===== src/rtl/alu_pkg.sv =====
// Shared definitions for the ALU arbiter slice.
//   - ALU select encodings (3 bits, 101..111 left undefined)
//   - arbiter FSM state encoding
//   - default settle times and counter width
//   - packed operation record carried from a requester to the shared ALU
package alu_pkg;

    typedef enum logic [2:0] {
        SEL_ADD = 3'b000,
        SEL_SUB = 3'b001,
        SEL_AND = 3'b010,
        SEL_OR  = 3'b011,
        SEL_FWD = 3'b100
    } alu_sel_e;

    typedef enum logic [1:0] {
        ST_IDLE = 2'd0,
        ST_EXEC = 2'd1,
        ST_RESP = 2'd2
    } arb_state_e;

    localparam int DEF_SETTLE_ARITH = 2;
    localparam int DEF_SETTLE_LOGIC = 1;
    localparam int CNT_W            = 16;

    typedef struct packed {
        logic [31:0] d1;
        logic [31:0] d2;
        logic [2:0]  sel;
    } alu_op_t;

    // ADD/SUB go through the carry chain and need the longer settle time.
    function automatic logic is_arith(input logic [2:0] sel);
        return (sel == SEL_ADD) || (sel == SEL_SUB);
    endfunction

endpackage


===== src/rtl/alu_arbiter_if.sv =====
// Bus bundle between two requesters, the arbiter, the shared ALU and the
// response consumer.
//   slave  : arbiter side (takes requests, drives ALU operands and response)
//   master : environment side (requesters, ALU, response consumer)
interface alu_arbiter_if;

    logic        REQ0_VALID, REQ1_VALID;
    logic        REQ0_READY, REQ1_READY;
    logic [31:0] REQ0_DATA1, REQ0_DATA2, REQ1_DATA1, REQ1_DATA2;
    logic [2:0]  REQ0_SELECT, REQ1_SELECT;
    logic [31:0] ALU_DATA1, ALU_DATA2;
    logic [2:0]  ALU_SELECT;
    logic [31:0] ALU_RESULT;
    logic        RSP_VALID, RSP_READY, RSP_ID;
    logic [31:0] RSP_RESULT;
    logic        BUSY;

    modport slave (
        input  REQ0_VALID, REQ1_VALID,
        input  REQ0_DATA1, REQ0_DATA2, REQ1_DATA1, REQ1_DATA2,
        input  REQ0_SELECT, REQ1_SELECT,
        input  ALU_RESULT, RSP_READY,
        output REQ0_READY, REQ1_READY,
        output ALU_DATA1, ALU_DATA2, ALU_SELECT,
        output RSP_VALID, RSP_ID, RSP_RESULT, BUSY
    );

    modport master (
        output REQ0_VALID, REQ1_VALID,
        output REQ0_DATA1, REQ0_DATA2, REQ1_DATA1, REQ1_DATA2,
        output REQ0_SELECT, REQ1_SELECT,
        output ALU_RESULT, RSP_READY,
        input  REQ0_READY, REQ1_READY,
        input  ALU_DATA1, ALU_DATA2, ALU_SELECT,
        input  RSP_VALID, RSP_ID, RSP_RESULT, BUSY
    );

endinterface


===== src/rtl/rr_arbiter2.sv =====
// Two-way round-robin grant, purely combinational.
//   req_i      : request vector, bit n = requester n
//   last_gnt_i : index of the requester granted most recently
//   gnt_o      : one-hot grant (all zero when nothing requests)
module rr_arbiter2 (
    input  logic [1:0] req_i,
    input  logic       last_gnt_i,
    output logic [1:0] gnt_o
);

    always_comb begin
        gnt_o = req_i;
        // Contention: the one not served last time wins.
        if (&req_i) gnt_o = last_gnt_i ? 2'b01 : 2'b10;
    end

endmodule


===== src/rtl/alu_arbiter.sv =====
// Arbitrates two requesters onto one shared, multi-cycle ALU.
//   CLK, RESET_N : clock, asynchronous active-low reset
//   bus          : requester handshakes, registered ALU operands/select,
//                  ALU result input, response handshake, BUSY
// IDLE grants one requester (round robin) and latches its operation; EXEC
// waits the settle time of that select; RESP holds the captured result
// until the consumer takes it.
module alu_arbiter
    import alu_pkg::*;
#(
    parameter int SETTLE_ARITH = DEF_SETTLE_ARITH,
    parameter int SETTLE_LOGIC = DEF_SETTLE_LOGIC
) (
    input  logic         CLK,
    input  logic         RESET_N,
    alu_arbiter_if.slave bus
);

    // A zero or negative settle time would never reach the capture count.
    localparam int              SA      = (SETTLE_ARITH < 1) ? 1 : SETTLE_ARITH;
    localparam int              SL      = (SETTLE_LOGIC < 1) ? 1 : SETTLE_LOGIC;
    localparam logic [CNT_W-1:0] N_ARITH = SA[CNT_W-1:0];
    localparam logic [CNT_W-1:0] N_LOGIC = SL[CNT_W-1:0];
    localparam logic [CNT_W-1:0] ONE     = {{(CNT_W-1){1'b0}}, 1'b1};

    arb_state_e       state_q;
    logic [CNT_W-1:0] cnt_q;
    logic             last_q;
    logic             id_q;
    alu_op_t          op_q;
    logic             rsp_valid_q, rsp_id_q;
    logic [31:0]      rsp_result_q;

    logic [1:0]       req, gnt, ready;
    logic             xfer;
    alu_op_t          op_d;
    logic [CNT_W-1:0] settle_d;

    assign req = {bus.REQ1_VALID, bus.REQ0_VALID};

    rr_arbiter2 u_rr (
        .req_i      (req),
        .last_gnt_i (last_q),
        .gnt_o      (gnt)
    );

    // READY is combinational from the registered state; held low while in
    // reset so nothing is offered before the block is running.
    assign ready          = gnt & {2{(state_q == ST_IDLE) && RESET_N}};
    assign xfer           = |ready;
    assign bus.REQ0_READY = ready[0];
    assign bus.REQ1_READY = ready[1];

    always_comb begin
        op_d = ready[1] ? '{d1: bus.REQ1_DATA1, d2: bus.REQ1_DATA2, sel: bus.REQ1_SELECT}
                        : '{d1: bus.REQ0_DATA1, d2: bus.REQ0_DATA2, sel: bus.REQ0_SELECT};
        settle_d = is_arith(op_d.sel) ? N_ARITH : N_LOGIC;
    end

    always_ff @(posedge CLK or negedge RESET_N) begin
        if (!RESET_N) begin
            state_q      <= ST_IDLE;
            cnt_q        <= '0;
            last_q       <= 1'b1;      // requester 0 wins the first contention
            id_q         <= 1'b0;
            op_q         <= '0;
            rsp_valid_q  <= 1'b0;
            rsp_id_q     <= 1'b0;
            rsp_result_q <= '0;
        end else begin
            case (state_q)
                ST_IDLE: begin
                    if (xfer) begin
                        op_q    <= op_d;
                        id_q    <= ready[1];
                        last_q  <= ready[1];
                        cnt_q   <= settle_d;
                        state_q <= ST_EXEC;
                    end
                end
                ST_EXEC: begin
                    cnt_q <= cnt_q - ONE;
                    if (cnt_q == ONE) begin
                        rsp_result_q <= bus.ALU_RESULT;
                        rsp_id_q     <= id_q;
                        rsp_valid_q  <= 1'b1;
                        state_q      <= ST_RESP;
                    end
                end
                ST_RESP: begin
                    // No grant on this edge: IDLE is entered first.
                    if (bus.RSP_READY) begin
                        rsp_valid_q <= 1'b0;
                        state_q     <= ST_IDLE;
                    end
                end
                default: state_q <= ST_IDLE;
            endcase
        end
    end

    assign bus.ALU_DATA1  = op_q.d1;
    assign bus.ALU_DATA2  = op_q.d2;
    assign bus.ALU_SELECT = op_q.sel;
    assign bus.RSP_VALID  = rsp_valid_q;
    assign bus.RSP_ID     = rsp_id_q;
    assign bus.RSP_RESULT = rsp_result_q;
    assign bus.BUSY       = (state_q != ST_IDLE);

endmodule


===== src/flat_wrapper.sv =====
// flat-port wrapper written by rule: the top's interface ports become plain ports
module alu_arbiter_flat import alu_pkg::*;
#(
    parameter int SETTLE_ARITH = DEF_SETTLE_ARITH,
    parameter int SETTLE_LOGIC = DEF_SETTLE_LOGIC
)
  (CLK, RESET_N, bus_REQ0_VALID, bus_REQ1_VALID, bus_REQ0_DATA1, bus_REQ0_DATA2, bus_REQ1_DATA1, bus_REQ1_DATA2, bus_REQ0_SELECT, bus_REQ1_SELECT, bus_ALU_RESULT, bus_RSP_READY, bus_REQ0_READY, bus_REQ1_READY, bus_ALU_DATA1, bus_ALU_DATA2, bus_ALU_SELECT, bus_RSP_VALID, bus_RSP_ID, bus_RSP_RESULT, bus_BUSY);
  alu_arbiter_if bus_i ();
  input  logic CLK;
  input  logic RESET_N;
  input wire logic [$bits(bus_i.REQ0_VALID)-1:0] bus_REQ0_VALID;
  input wire logic [$bits(bus_i.REQ1_VALID)-1:0] bus_REQ1_VALID;
  input wire logic [$bits(bus_i.REQ0_DATA1)-1:0] bus_REQ0_DATA1;
  input wire logic [$bits(bus_i.REQ0_DATA2)-1:0] bus_REQ0_DATA2;
  input wire logic [$bits(bus_i.REQ1_DATA1)-1:0] bus_REQ1_DATA1;
  input wire logic [$bits(bus_i.REQ1_DATA2)-1:0] bus_REQ1_DATA2;
  input wire logic [$bits(bus_i.REQ0_SELECT)-1:0] bus_REQ0_SELECT;
  input wire logic [$bits(bus_i.REQ1_SELECT)-1:0] bus_REQ1_SELECT;
  input wire logic [$bits(bus_i.ALU_RESULT)-1:0] bus_ALU_RESULT;
  input wire logic [$bits(bus_i.RSP_READY)-1:0] bus_RSP_READY;
  output wire logic [$bits(bus_i.REQ0_READY)-1:0] bus_REQ0_READY;
  output wire logic [$bits(bus_i.REQ1_READY)-1:0] bus_REQ1_READY;
  output wire logic [$bits(bus_i.ALU_DATA1)-1:0] bus_ALU_DATA1;
  output wire logic [$bits(bus_i.ALU_DATA2)-1:0] bus_ALU_DATA2;
  output wire logic [$bits(bus_i.ALU_SELECT)-1:0] bus_ALU_SELECT;
  output wire logic [$bits(bus_i.RSP_VALID)-1:0] bus_RSP_VALID;
  output wire logic [$bits(bus_i.RSP_ID)-1:0] bus_RSP_ID;
  output wire logic [$bits(bus_i.RSP_RESULT)-1:0] bus_RSP_RESULT;
  output wire logic [$bits(bus_i.BUSY)-1:0] bus_BUSY;
  assign bus_i.REQ0_VALID = bus_REQ0_VALID;
  assign bus_i.REQ1_VALID = bus_REQ1_VALID;
  assign bus_i.REQ0_DATA1 = bus_REQ0_DATA1;
  assign bus_i.REQ0_DATA2 = bus_REQ0_DATA2;
  assign bus_i.REQ1_DATA1 = bus_REQ1_DATA1;
  assign bus_i.REQ1_DATA2 = bus_REQ1_DATA2;
  assign bus_i.REQ0_SELECT = bus_REQ0_SELECT;
  assign bus_i.REQ1_SELECT = bus_REQ1_SELECT;
  assign bus_i.ALU_RESULT = bus_ALU_RESULT;
  assign bus_i.RSP_READY = bus_RSP_READY;
  assign bus_REQ0_READY = bus_i.REQ0_READY;
  assign bus_REQ1_READY = bus_i.REQ1_READY;
  assign bus_ALU_DATA1 = bus_i.ALU_DATA1;
  assign bus_ALU_DATA2 = bus_i.ALU_DATA2;
  assign bus_ALU_SELECT = bus_i.ALU_SELECT;
  assign bus_RSP_VALID = bus_i.RSP_VALID;
  assign bus_RSP_ID = bus_i.RSP_ID;
  assign bus_RSP_RESULT = bus_i.RSP_RESULT;
  assign bus_BUSY = bus_i.BUSY;
  alu_arbiter #(.SETTLE_ARITH(SETTLE_ARITH), .SETTLE_LOGIC(SETTLE_LOGIC)) u_core (.CLK(CLK), .RESET_N(RESET_N), .bus(bus_i));
endmodule

===== config.mk =====
export PLATFORM = sky130hd
export DESIGN_NAME = alu_arbiter_flat
export DESIGN_NICKNAME = d
export VERILOG_FILES = /design/src/rtl/alu_pkg.sv /design/src/rtl/alu_arbiter_if.sv /design/src/rtl/rr_arbiter2.sv /design/src/rtl/alu_arbiter.sv /design/src/flat_wrapper.sv
export SDC_FILE = /design/constraint.sdc
export NUM_CORES = 1
export LEC_CHECK = 0
export CAP_MARGIN = 20
export CORE_MARGIN = 1.5
export CORE_UTILIZATION = 40
export DETAILED_ROUTE_END_ITERATION = 7
export GPL_TIMING_DRIVEN = 0
export PLACE_DENSITY = 0.92
export SYNTH_ARGS = -nofsm -noshare
export SYNTH_HDL_FRONTEND = slang
export SYNTH_SLANG_ARGS = --single-unit

===== constraint.sdc =====
create_clock -name CLK -period 3.6 [get_ports CLK]
set_clock_uncertainty 0.2 [all_clocks]
set_input_delay 0.72 -clock CLK [delete_from_list [all_inputs] [get_ports CLK]]
set_output_delay 0.72 -clock CLK [all_outputs]
set_load 0.01 [all_outputs]

==> summary.md <==
| Metric | Value |
|---|---|
| Status | `completed` |
| Most frequent cells in the layout | `273 x clkdlybuf4s50_1, 120 x dfrtp_1, 77 x nand2_1` |
| Core Region | `12800 um^2` |
| Met1 WL | `6300 um` |
| Library cells used by synthesis | `38` |
| PortBufs | `274` |
| Primary FF master, synth | `dfrtp_1` |
| Min Tclk post-route | `3480 ps` |
| Global-route wire length before repair | `25800 um` |
| Final setup margin | `120 ps` |
| Worst-path clk slew | `50 ps` |
| RSZ-0062 raised after global routing | `no` |
| Endpoint type of the worst setup path | `primary output` |
| Largest net degree at the start of global routing | `68` |
| Slowest stage delay, CP | `600 ps` |
| Hold Vio Cnt, Final | `0` |
| Root Buffer | `clkbuf_16` |
| CTS tree | `done` |
| Antenna violations before repair | `0` |
| Synthesized area per cell | `11.4 um^2` |
| Area Growth Syn to Fin | `69.8%` |
| Synthesized netlist net count | `638` |
| Crit path arrival time | `2560 ps` |
| Period utilisation layout | `0.967` |
| Crit path kind | `in2out` |
| Starting Density | `0.416` |
| DR WL met2 | `8040 um` |
| CP Cell Sequence | `clkdlybuf4s50_1, nand3_4, buf_4, inv_1, clkdlybuf4s50_1` |
| Post-CTS setup buffers | `0` |
| Most common cell after layout, fill and taps aside | `clkdlybuf4s50_1` |
| Die height | `118 um` |
| DP Wirelength | `12300 um` |
| Site row count | `between 40 and 50` |
| Routed via count | `4828` |
| Die area | `14000 um^2` |
| Via-per-instance ratio | `5.13` |
| Drt wl/cell | `about 17 um` |
| Slowest stage cell on the critical path | `clkdlybuf4s50_1` |
| CP dominant cell by count | `clkdlybuf4s50_1` |
| Overall Global Routing Usage | `0.235` |
| Final setup viols | `0` |
| Dpl ws | `-638 ps` |
| Final Max Tran Viols | `0` |
| Sequential area share after synthesis | `0.570` |
| Die width | `118 um` |
| Total grt overflow | `0` |
| Asr flop ratio synth | `1.00` |
| CP Launch Type | `input pin` |
| EDFF count, synth | `0` |
| Cts bufs inserted | `17` |
| Synth Warn # | `0` |
| Drt total wl | `16000 um` |
| Post-layout util | `0.706` |
| H-Tree Depth | `4` |
| Final Wtd Congestion | `0.868` |
| Slew HR | `0.429` |
| Worst path required time | `2680 ps` |
| Leak pwr | `4.30 nW` |
| CTS Buffer Depth | `2` |
| CP top delay family | `buffers and inverters` |
| Synth Register Bits | `121` |
| Routed Antenna Nets | `0` |
| Worst ir drop on vdd | `295 uV` |
| Initial DRT Pass Iterations | `4` |
| MaxCap Viol Count | `0` |
| Fmax | `287 MHz` |
| Initial DRC Count | `186` |
| Met3 wire length | `1200 um` |
| Worst slew pin tran | `844 ps` |
| Ports | `between 200 and 300` |
| Power Total | `between 3 and 4 mW` |
| Cell Area, Synth | `~5300 um^2` |
| Buf+Inv Stages, Crit Path | `4` |
| Residual DRC | `0` |
| Crit Path Max Fanout | `16` |
| Mapped Cells | `465` |
| Power per cell area | `438 nW/um^2` |
| Worst hold path class | `in2async` |
| Skew-Pair Late Insertion Delay | `400 ps` |
| Share of cells above drive strength 1 | `0.101` |
| Clock sink count | `121` |
| Number of global-route vias before repair | `5113` |
| # diodes | `0` |
| NumNets Final | `931` |
| Max layer used | `met4` |
==> registers in the layout (all words and copies together), names as in the netlist, 2 cells and up <==
name                   cells
u_core.bus.ALU_DATA1      32
u_core.bus.ALU_DATA2      32
u_core.bus.RSP_RESULT     32
u_core.cnt_q              16
u_core.bus.ALU_SELECT      3
u_core.state_q             2
==> worst paths after layout <==
kind                                          from                   endpoint  slack (ps)  depth (start not counted)
min in group CLK           u_core.bus.ALU_DATA2[4]    u_core.bus.ALU_DATA2[4]         270                          2
max                                 bus_REQ1_VALID             bus_REQ1_READY         120                          5
min                                        RESET_N              u_core.last_q          70                          1
max reg2reg                       u_core.cnt_q[12]  u_core.bus.RSP_RESULT[13]        1010                          4
min reg2reg                u_core.bus.ALU_DATA2[4]    u_core.bus.ALU_DATA2[4]         270                          2
max in group asynchronous                  RESET_N    u_core.bus.ALU_DATA1[3]        2790                          2
==> cells in the mapped netlist, types with 3 or more instances <==
master	n	area (um^2)
o311ai_0	4	35.0
buf_6	3	33.8
mux2_2	31	349
nor2_1	7	26.3
o41ai_1	4	35.0
inv_1	4	15.0
nand2b_1	3	18.8
o21ai_0	75	375
dfrtp_1	120	3000
clkbuf_1	15	56.3
buf_2	7	35.0
nand3_1	10	50.1
nor3b_1	3	22.5
nand2_1	77	289
nor3_1	3	15.0
mux2i_1	69	691
==> through the flow <==
stage | cell area (um^2) | cells | TNS, ps | hold slack, ps
3_3_place_gp | 8270 | 911 | -665410 | 263
4_1_cts | 9020 | 942 | 0 | 46.2
5_1_grt | 9020 | 942 | 0 | 49.4
2_1_floorplan | 5310 | 465 | 0 | 224
6_report | 9020 | 942 | 0 | 67.2
3_5_place_dp | 8300 | 912 | -638 | 269
==> logic make-up after synthesis <==
group,after synthesis,share of synthesized area
AO/OA/AOI/OAI,94,0.0985
AND/OR/NAND/NOR,115,0.0985
adder cells (fa/ha/maj),2,0.00471
multiplexers,102,0.200
buffers and inverters,31,0.0278
flip-flops,121,0.570
==> worst reg2reg max path: stages (launching register included) <==
cell,delay (ps)
dfrtp_1,420
or4_4,590
nor4_4,670
buf_6,250
mux2_2,350
==> metal layers <==
layer | up-vias | track usage
li1 | 2238 | -
met1 | 2346 | 0.263
met2 | 208 | 0.410
met3 | 36 | 0.0748
met4 | 0 | 0.105
met5 | - | 0
==> power breakdown <==
group / internal (mW) / total, mW / switching, mW
logic: 0.314 / 0.505 / 0.191
clock network: 1.35 / 1.92 / 0.573
registers: 1.45 / 1.53 / 0.0759
total: 3.11 / 3.95 / 0.840
==> what timing repair did <==
action	CTS	global route
resized for setup	7	0
hold endpoints to repair	53	0
endpoints found under the setup margin	1	0
hold buffers	1	0
==> cell type report <==
| cell class | instances | area, um^2 |
|---|---|---|
| Clock buffer | 23 | 478 |
| Sequential cell | 121 | 3030 |
| Clock inverter | 8 | 190 |
| Fill cell | 855 | 3750 |
| Multi-Input combinational cell | 313 | 2160 |
| Inverter | 4 | 15.0 |
| Timing Repair Buffer | 276 | 2810 |
| Buffer | 25 | 126 |
| Tap cell | 172 | 215 |
No activity file was read; power rests on OpenSTA's default activity.
